File: config.mk
export PLATFORM = sky130hd
export DESIGN_NAME = nibble_serial_adder_ctrl
export DESIGN_NICKNAME = d
export VERILOG_FILES = /design/src/rtl/nibble_serial_adder_ctrl.sv
export SDC_FILE = /design/constraint.sdc
export NUM_CORES = 1
export LEC_CHECK = 0
export CORE_ASPECT_RATIO = 0.7
export CORE_UTILIZATION = 35
export DETAILED_ROUTE_END_ITERATION = 12
export SLEW_MARGIN = 20
export SYNTH_ARGS = -nofsm -noshare
export SYNTH_HDL_FRONTEND = slang
export SYNTH_SLANG_ARGS = --single-unit
File: constraint.sdc
create_clock -name clk -period 2.6 [get_ports clk]
set_clock_uncertainty 0.1 [all_clocks]
set_input_delay 0.52 -clock clk [delete_from_list [all_inputs] [get_ports clk]]
set_output_delay 0.52 -clock clk [all_outputs]
set_load 0.02 [all_outputs]
File: src/rtl/nibble_serial_adder_ctrl.sv
// Nibble-serial add/subtract engine: one 4-bit ripple adder is stepped over a WIDTH-bit
// operand pair, LS nibble first, with the carry registered between steps.

module ripple_carry_adder_4bit (
    input  logic [3:0] a,
    input  logic [3:0] b,
    input  logic       cin,
    output logic [3:0] sum,
    output logic       cout
);
    logic [4:0] c;

    assign c[0] = cin;

    for (genvar i = 0; i < 4; i++) begin : g_fa
        assign sum[i]   = a[i] ^ b[i] ^ c[i];
        assign c[i + 1] = (a[i] & b[i]) | (c[i] & (a[i] ^ b[i]));
    end

    assign cout = c[4];
endmodule

// Handshake: start is accepted on a rising edge whenever busy=0 (IDLE or DONE);
// busy is high for NIB cycles, then done pulses for one cycle with sum/cout/ovf valid.
module nibble_serial_adder_ctrl #(
    parameter int WIDTH = 16
) (
    input  logic             clk,
    input  logic             rst_n,
    input  logic             start,
    input  logic             op_sub,
    input  logic [WIDTH-1:0] a,
    input  logic [WIDTH-1:0] b,
    input  logic             cin,
    output logic             busy,
    output logic             done,
    output logic [WIDTH-1:0] sum,
    output logic             cout,
    output logic             ovf
);
    localparam int NIB = WIDTH / 4;
    localparam int CW  = (NIB > 1) ? $clog2(NIB) : 1;

    typedef enum logic [1:0] {
        IDLE = 2'd0,
        RUN  = 2'd1,
        DONE = 2'd2
    } state_t;

    state_t state, state_nxt;

    logic [WIDTH-1:0] a_sr, b_sr, res_sr;
    logic             carry;
    logic             sign_a, sign_b;
    logic [CW-1:0]    cnt;
    logic [3:0]       add_sum;
    logic             add_cout;
    logic             accept;
    logic             last_step;

    ripple_carry_adder_4bit u_add (
        .a    (a_sr[3:0]),
        .b    (b_sr[3:0]),
        .cin  (carry),
        .sum  (add_sum),
        .cout (add_cout)
    );

    assign accept    = start && (state != RUN);
    assign last_step = (state == RUN) && (cnt == CW'(NIB - 1));
    assign busy      = (state == RUN);
    assign done      = (state == DONE);

    always_ff @(posedge clk or negedge rst_n) begin
        if (!rst_n) state <= IDLE;
        else        state <= state_nxt;
    end

    always_comb begin
        state_nxt = state;
        case (state)
            IDLE:    if (start) state_nxt = RUN;
            RUN:     if (last_step) state_nxt = DONE;
            DONE:    state_nxt = start ? RUN : IDLE;
            default: state_nxt = IDLE;
        endcase
    end

    always_ff @(posedge clk or negedge rst_n) begin
        if (!rst_n) begin
            a_sr   <= '0;
            b_sr   <= '0;
            res_sr <= '0;
            carry  <= 1'b0;
            sign_a <= 1'b0;
            sign_b <= 1'b0;
            cnt    <= '0;
            sum    <= '0;
            cout   <= 1'b0;
            ovf    <= 1'b0;
        end else if (accept) begin
            // Subtract is a + ~b + 1, so the inversion happens once at capture.
            a_sr   <= a;
            b_sr   <= op_sub ? ~b : b;
            carry  <= op_sub ? 1'b1 : cin;
            sign_a <= a[WIDTH-1];
            sign_b <= op_sub ? ~b[WIDTH-1] : b[WIDTH-1];
            cnt    <= '0;
        end else if (state == RUN) begin
            a_sr   <= a_sr >> 4;
            b_sr   <= b_sr >> 4;
            res_sr <= {add_sum, res_sr[WIDTH-1:4]};
            carry  <= add_cout;
            cnt    <= cnt + CW'(1);
            if (last_step) begin
                sum  <= {add_sum, res_sr[WIDTH-1:4]};
                cout <= add_cout;
                ovf  <= (sign_a == sign_b) && (add_sum[3] != sign_a);
            end
        end
    end
endmodule

; ---- Yosys cells after proc, flatten, opt, wreduce, memory -nomap -nowiden
; Index checks and enable logic that the tools add are counted.
[word_totals]
mem_bits_ro = 0
regBits = 73
input_bits = 37
ram_bits = 0
latch_bits = 0
output_inout_bits = 20
mem_count = 0
[op_classes]
mux = 15
shift = 0
addsub = 1
mul = 0
div_mod_pow = 0
reduce_logical = 8
bitwise_logic = 23
magnitude_cmp = 0
n_eq_ne = 8
[ops]
columns = operator, n
row1 = $mux W16, 5
row2 = $not A16 Y16, 1
row3 = $and A1 B1 Y1, 8
row4 = $mux W2, 4
row5 = $xor A1 B1 Y1, 8
row6 = $pmux W2 S3, 1
row7 = $mux W1, 5
row8 = $eq A2 B2 Y1 const B, 2
row9 = $ne A2 B1 Y1 const B, 2
row10 = $or A1 B1 Y1, 4
row11 = $reduce_and A2 Y1, 2
row12 = $logic_and A1 B1 Y1, 3
row13 = $reduce_and A3 Y1, 1
row14 = $add A2 B1 Y2 const B, 1
row15 = $eq A2 B1 Y1 const B, 1
row16 = $logic_not A2 Y1, 1
row17 = $ne A2 B2 Y1 const B, 1
row18 = $not A1 Y1, 2
row19 = $reduce_bool A2 Y1, 1
row20 = $eq A1 B1 Y1, 1
row21 = $ne A1 B1 Y1, 1

; ---- Depth between registers and ports, before layout
; Gate-level depths: netlist of run 1.
[logic_depth]
ltp_word = 11
ltp_mapped = 9
mapped_depth_nobuf = 9

; ---- By module
; A second synthesis of run 1 with hierarchy kept.
[hier_totals]
hier_cells = 285
area_unflattened_um2 = 3231.8
[modules_own_cells]
columns = mod, area_each_um2, cells_per_inst, instances, seq_area_each_um2
row1 = nibble_serial_adder_ctrl, 3114.2, 271, 1, 1726.7
row2 = ripple_carry_adder_4bit, 117.6, 14, 1, 0.0

; ---- Worst setup path after synthesis of run 1
; No wires, ideal clock.
[synth_path]
path_kind = flip-flop to flip-flop
from = register a_sr[0]
to = register ovf
path_slack_ps = 22
stages_incl_launch_ff = 10
period_less_slack_ps = 2578
arrival_time_ps = 2396
cell_sequence = dfrtp_1 fa_1 inv_1 fa_1 inv_1 fa_1 inv_1 fa_1 or3_1 a31oi_1
[synth_via]
elab_chain_len = 10
[synth_rtl]
columns = item, line_no
row1 = start: declaration, 52  ; logic [WIDTH-1:0] a_sr, b_sr, res_sr;
row2 = start signal: assignment, 110  ; a_sr <= a_sr >> 4;
row3 = $xor A1 B1 Y1, 17  ; assign c[i + 1] = (a[i] & b[i]) | (c[i] & (a[i] ^ b[i]));
row4 = $and A1 B1 Y1, 17
row5 = $or A1 B1 Y1 (*), 17
row6 = $and A1 B1 Y1 (*), 17
row7 = $or A1 B1 Y1 (*), 17
row8 = $and A1 B1 Y1 (*), 17
row9 = $or A1 B1 Y1 (*), 17
row10 = $xor A1 B1 Y1 (*), 16  ; assign sum[i] = a[i] ^ b[i] ^ c[i];
row11 = $ne A1 B1 Y1 (*), 118  ; ovf <= (sign_a == sign_b) && (add_sum[3] != sign_a);
row12 = $logic_and A1 B1 Y1 (*), 118
row13 = end signal: assignment, 118
row14 = end: declaration, 39  ; output logic ovf
; Mark *: on every way between the ends. The rest lies on a longest branch, timed or not.
; A chain may end at the register's enable or synchronous reset.

; ---- Worst setup path after layout of run 1
[layout_path]
from = register carry
to = register ovf
[layout_via]
elab_chain_len = 9
[layout_rtl]
columns = item, line_no
row1 = start: declaration, 53  ; logic carry;
row2 = start signal: assignment, 105  ; carry <= op_sub ? 1'b1 : cin;
row3 = start signal: assignment, 113  ; carry <= add_cout;
row4 = $and A1 B1 Y1, 17
row5 = $or A1 B1 Y1, 17
row6 = $and A1 B1 Y1, 17
row7 = $or A1 B1 Y1, 17
row8 = $and A1 B1 Y1, 17
row9 = $or A1 B1 Y1, 17
row10 = $xor A1 B1 Y1, 16
row11 = $ne A1 B1 Y1, 118
row12 = $logic_and A1 B1 Y1, 118
; Every way passes these cells.

==> impl_results.md, run 1 <==
* Status: completed
* Total Routing Usage GR at 15.2%
* Layout Nets at 381
* Synth warnings at 0
* Reg2reg path depth at 9
* DR vias/cell at 4.53
* Initial antenna violation count at 0
* Critical R2R Launch: carry$_DFFE_PN0P_
* Net count after synthesis at 322
* Worst Max-Slew Pin Slew at 0.648 ns
* Fmax at 0.392 GHz
* Drt total wl at 6.37 mm
* Top FF cell, synth: dfrtp_1
* Critical path endpoint category: register
* Die width at 116 um
* Post-synth EDFFs at 0
* Critical Path Source Type: register
* Non-filler cells, final at 464
* Slew margin rel. at 56.8%
* R2r endpoint: ovf$_DFFE_PN0P_
* Register-to-register path setup slack at 0.05 ns
* Max Cap Viol at 0
* Layout area overhead at 29.4%
* Gr ovfl total at 0
* CP startpoint: carry$_DFFE_PN0P_
* Ratio of cells with drive above 1 in the final layout at 15.1%
* Met1 WL at 3.20 mm
* PortBufs at 56
* Clk buf depth at 2
* 1st-pass router iterations at 4
* Crit Path Class: reg2reg
* DRC marker count from the first detailed-route iteration at 147
* Initial core utilization at 37.0%
* Design Power at 4950 uW
* H-tree levels at 3
* Sequential area share after synthesis at 54.0%
* Antenna cells at 0
* Root buffer cell: clkbuf_16
* Metal3 WL at 342 um
* Placed wire-length estimate at 4.30 mm
* Top layer in use: met4
* Die height at 82.0 um
* Final Hold Viols at 0
* DRC Markers at 0
* Clock transition at path regs at 0.06 ns
* Post-synth ARST share at 100%
* Flops & latches, synth at 69
* Pwr Density at 1190 nW/um2
* Final-layout fill cell count at 822
* Post-DRT Antenna Nets at 0
* Min Tclk post-route at 2.55 ns
* Max-slew violations at 0
* Skew-Pair Late Insertion Delay at 0.33 ns
* CTS Buf Count at 9
* Final setup margin at 0.0495 ns
* Tcrit/Tclk final at 98.1%
* Syn avg cell area at 11.4 um2
* Row cnt at 28
* Post-Syn Instances at 280
* DP Area at 3820 um2
* Required time of the critical path at 2.75 ns
* Leak at 0.00196 uW
* Io pins at 57
* Max FO, Critical Path at 2
* Setup crit end: ovf$_DFFE_PN0P_
* CTS tree: built
* Vias at 2102
* Post-Syn Area at 3200 um2
* Metal2 WL at 2.74 mm
* Post-Place Setup Slack at -0.0552 ns
* Gpl congestion at 0.707
* Unrepaired setup endpoints after global routing: yes
* Vias in the first global route at 2161
* Wire length per cell at 13.7 um
* Core Area at 8650 um2
* Post-route cell area at 4140 um2
* First-pass GRT wire length at 10.7 mm
* Distinct cells, synth at 33
* Largest net degree at the start of global routing at 71
* Placed Cells at 446
* CP arrival at 2.71 ns
* Clk sinks at 69
* Die area at 9530 um2
* Final setup vio count at 0
* Hold crit path type: in2async
* Peak supply drop at 0.469 mV
-- worst min-delay path by stage --
| stage | start | endpoint | slack, ns | cells past startpoint |
|---|---|---|---|---|
| global placement | res_sr[5]$_DFFE_PN0P_ | res_sr[5]$_DFFE_PN0P_ | 0.36 | 2 |
| detailed placement | res_sr[6]$_DFFE_PN0P_ | res_sr[6]$_DFFE_PN0P_ | 0.37 | 2 |
| floorplan | rst_n | a_sr[0]$_DFFE_PN0P_ | 0.12 | 0 |
| finish | rst_n | a_sr[12]$_DFFE_PN0P_ | 0.07 | 1 |
| global route | rst_n | a_sr[12]$_DFFE_PN0P_ | 0.11 | 1 |
| CTS | rst_n | a_sr[12]$_DFFE_PN0P_ | 0.08 | 1 |
-- worst max-delay path, cell delays in order, from the launching register on --
cell	delay (ns)
dfrtp_1	0.40
fa_2	0.39
inv_2	0.06
fa_2	0.19
inv_2	0.04
fa_2	0.32
inv_2	0.06
fa_1	0.42
or3_1	0.35
a31oi_1	0.15
-- cells by family (layout without fill, tap and decap cells) --
logic type	Yosys count	after routing	share of synthesized area [%]
AND/OR/NAND/NOR	77	77	9.89
flip-flops	69	69	54.0
multiplexers	44	44	15.8
AO/OA/AOI/OAI	41	41	7.08
buffers and inverters	28	92	6.02
XOR/XNOR	16	16	4.38
adder cells (fa/ha/maj)	5	5	2.89
-- repair_timing --
action / in CTS / in global routing
endpoints found under the hold margin: 0 / 0
pin swaps: 2 / 5
setup endpoints to repair: 1 / 3
gates resized for setup: 2 / 6
hold buffers: 0 / 0
buffers inserted: 2 / 0
-- cells in the mapped netlist, drive strengths merged (3+ instances only) --
library cell | instances | area (um2)
nand2 | 63 | 236
o21ai | 33 | 165
dfrtp | 69 | 1730
mux2 | 15 | 214
buf | 15 | 135
inv | 10 | 37.5
xnor2 | 4 | 35.0
a211oi | 4 | 35.0
fa | 4 | 80.1
nor2 | 8 | 30.0
xor2 | 12 | 105
clkbuf | 3 | 20.0
mux2i | 29 | 290
-- final cells by class --
type | count | area (um2) | area share (%)
multi-input cells | 183 | 1290 | 31.1
clock buffers | 10 | 239 | 5.77
flip-flops and latches | 69 | 1730 | 41.7
well taps | 120 | 150 | 3.63
inverters | 10 | 37.5 | 0.906
repair buffers | 66 | 638 | 15.4
clock inverters | 6 | 62.6 | 1.51
-- layer usage --
metal,up-vias,global-route usage [%]
met5,-,0
li1,1040,-
met2,46,22.6
met1,1007,20.5
met3,9,5.02
met4,0,5.38
-- sequential cells by signal, indices dropped and copies added (netlist names), 2 cells and up --
register,cells
state,2
sum,16
a_sr,16
b_sr,16
cnt,2
res_sr,12
-- stage by stage --
stage / hold WS, ns / TNS [ns] / utilization (%)
3_3_place_gp: 0.361 / -0.0160 / 44.1
4_1_cts: 0.0844 / 0 / 47.8
3_5_place_dp: 0.366 / -0.0552 / 44.1
2_1_floorplan: 0.124 / 0 / -
6_report: 0.0702 / 0 / 47.9
5_1_grt: 0.105 / -0.0820 / 47.9
-- where the power goes --
| group | internal [uW] | leakage, uW | switching (uW) |
|---|---|---|---|
| Sequential | 1550 | 0.000870 | 294 |
| Clock | 766 | 0.000152 | 449 |
| Combinational | 904 | 0.000933 | 981 |
| Total | 3220 | 0.00196 | 1720 |
-- cell usage in the layout (no fill, tap or decap), types with 7 or more instances in the layout --
cell             count
clkdlybuf4s50_1     54
dfrtp_1             69
clkbuf_16            9
nor2_1               8
mux2i_1             29
nand2_1             63
o21ai_0             26
o21ai_1              7
mux2_4              12
buf_4                9
xor2_1              12
Power figures use the tool's default switching activity.
==> run 2: changes to the inputs <==
--- a/config.mk
+++ b/config.mk
@@ -5,6 +5,7 @@
 export SDC_FILE = /design/constraint.sdc
 export NUM_CORES = 1
 export LEC_CHECK = 0
+export ABC_AREA = 1
 export CORE_ASPECT_RATIO = 0.7
 export CORE_UTILIZATION = 35
 export DETAILED_ROUTE_END_ITERATION = 12
==> impl_results.md, run 2 <==
* Status: completed
* Vias in the first global route at 2470
* Final setup vio count at 0
* Max-slew violations at 0
* Post-Syn Instances at 382
* Max incr delay on CP at 0.46 ns
* Placed wire-length estimate at 4.72 mm
* Root buffer cell: clkbuf_16
* Most frequent cells in the layout: nand2_1 (147), dfrtp_1 (69), nand3_1 (57)
* Clk buf depth at 2
* Post-synth ARST share at 100%
* CTS tree: built
* 1st-pass router iterations at 5
* Worst Max-Slew Pin Slew at 0.632 ns
* Largest net degree at the start of global routing at 58
* Setup_tns at 0 ns
* Flops & latches, synth at 69
* Initial antenna violation count at 0
* Most common cell in the netlist: nand2_1
* Hold WS at 0.0234 ns
* Top area cells in the synthesized netlist: dfrtp_1 (53%), nand2_1 (17%), nand3_1 (8.8%)
* R2r endpoint: ovf$_DFFE_PN0P_
* Max Cap Viol at 0
* Layout Nets at 477
* Max FO, Critical Path at 4
* Reg2reg path depth at 12
* Die height at 82.6 um
* Total Routing Usage GR at 16.2%
* Die width at 117 um
* CP arrival at 2.59 ns
* Core Area at 9030 um2
* Antenna cells at 0
* Post-synth EDFFs at 0
* Top FF cell, synth: dfrtp_1
* Gr ovfl total at 0
* Slowest cell on the critical path: fa_2
* Fmax at 0.412 GHz
* Worst path cell trace: fa_2, inv_1, fa_1, inv_1, fa_1, inv_2, fa_2, nor2_1, nand2_1, nand2_1, nand2_1, nand2_1
* Critical path endpoint category: register
* Synth warnings at 0
* Die area at 9690 um2
* Pwr Density at 1200 nW/um2
* Most common cell after layout, fill and taps aside: nand2_1
* Layout area overhead at 29.2%
* Clock transition at path regs at 0.06 ns
* DR vias/cell at 4.56
* Synth area leader: dfrtp_1
* PortBufs at 56
* Unrepaired setup endpoints after global routing: no
* Post-CTS Repair Setup Buffers at 0
* Io pins at 57
* DRC marker count from the first detailed-route iteration at 194
* Tcrit/Tclk final at 93.4%
* Top cells by count, synth: nand2_1 (147), dfrtp_1 (69), nand3_1 (57), inv_1 (33), o21ai_1 (11)
* Distinct cells, synth at 24
* Top cell type's share of synthesized area at 53.1%
* Vias at 2572
* Top cell by count, worst path: nand2_1
* Post-Syn Area at 3250 um2
* H-tree levels at 3
* Leak at 0.00208 uW
* Syn avg cell area at 8.51 um2
* CP startpoint: a_sr[0]$_DFFE_PN0P_
* Critical Path Source Type: register
* Skew-Pair Late Insertion Delay at 0.33 ns
* Post-DRT Antenna Nets at 0
* Drt total wl at 6.88 mm
* Min Tclk post-route at 2.43 ns
* Net count after synthesis at 424
* Critical R2R Launch: a_sr[0]$_DFFE_PN0P_
* Final Hold Viols at 0
* DRC Markers at 0
* Gpl congestion at 0.756
* Core Util, Final at 46.5%
* Register-to-register path setup slack at 0.17 ns
* Slew margin rel. at 57.7%
* Initial core utilization at 36.0%
* Hold crit path type: in2async
* Clk sinks at 69
* Required time of the critical path at 2.76 ns
* Sequential area share after synthesis at 53.1%
* Row cnt at 29
* Ratio of cells with drive above 1 in the final layout at 10.7%
* Largest registers: a_sr x16, b_sr x16, sum x16
* Crit Path Class: reg2reg
* First-pass GRT wire length at 11.8 mm
* CTS Buf Count at 9
* Peak supply drop at 0.723 mV
* Wire length per cell at 12.2 um
run 2: worst max-delay path, delay by kind of cell (launching register included):
family                     cells  cell delay (ns)
DFF                            1             0.40
adders and majority gates      4             1.37
and+or+nand+nor                5             0.31
buffers and inverters          3             0.19
run 2: report_power, final:
| group | internal [uW] | total, uW | switching (uW) |
|---|---|---|---|
| clock network | 893 | 1330 | 442 |
| logic | 744 | 1870 | 1130 |
| registers | 1540 | 1830 | 289 |
| total | 3180 | 5040 | 1860 |
run 2: layout make-up:
| class | count | area [um2] |
|---|---|---|
| Fill cell | 869 | 4830 |
| Sequential cell | 69 | 1730 |
| Multi-Input combinational cell | 256 | 1230 |
| Timing Repair Buffer | 62 | 613 |
| Clock buffer | 11 | 253 |
| Tap cell | 124 | 155 |
| Inverter | 37 | 139 |
| Clock inverter | 5 | 81.3 |
run 2: layer usage:
| layer | up-vias | track usage [%] | part of all wire, % |
|---|---|---|---|
| li1 | 1293 | - | - |
| met1 | 1204 | 23.0 | 50 |
| met2 | 68 | 23.9 | 42 |
| met3 | 7 | 4.60 | 6.7 |
| met4 | 0 | 4.94 | 1.1 |
| met5 | - | 0 | 0 |
run 2: how the worst max path moves through the flow:
stage	slack, ns	end	cells past startpoint
after detailed placement	0.13	ovf$_DFFE_PN0P_	12
final	0.17	ovf$_DFFE_PN0P_	12
after CTS	0.12	ovf$_DFFE_PN0P_	12
after floorplan	0.26	ovf$_DFFE_PN0P_	12
after global routing	0.04	ovf$_DFFE_PN0P_	12
after global placement	0.17	ovf$_DFFE_PN0P_	12
run 2: through the flow:
step	instances	setup slack [ns]	total power [uW]	instance area, um2
after floorplan	382	0.257	3190	3250
after global placement	548	0.172	3680	3860
after detailed placement	548	0.131	3720	3860
after CTS	564	0.120	5090	4200
after global routing	564	0.0418	5440	4200
final	564	0.171	5040	4200
run 2: cells by family (layout without fill, tap and decap cells):
logic type                 Yosys count  count (layout)  share of synthesized area [%]
buffers and inverters               57             115                           9.16
adders and majority gates            5               5                           2.85
DFF                                 69              69                           53.1
xor gates and xnor gates             4               4                           1.08
AOI/OAI and AO/OA                   28              28                           5.27
and+or+nand+nor                    219             219                           28.5
run 2: timing repair:
action / CTS / global route
resized for setup: 0 / 3
hold endpoints to repair: 0 / 0
endpoints found under the setup margin: 0 / 1
hold buffers: 0 / 0
==> run 3: changes to the inputs <==
--- a/config.mk
+++ b/config.mk
@@ -5,7 +5,6 @@
 export SDC_FILE = /design/constraint.sdc
 export NUM_CORES = 1
 export LEC_CHECK = 0
-export ABC_AREA = 1
 export CORE_ASPECT_RATIO = 0.7
 export CORE_UTILIZATION = 35
 export DETAILED_ROUTE_END_ITERATION = 12
==> results of run 3 <==
No change in the layout: final DEF, timing and power equal those of run 1.
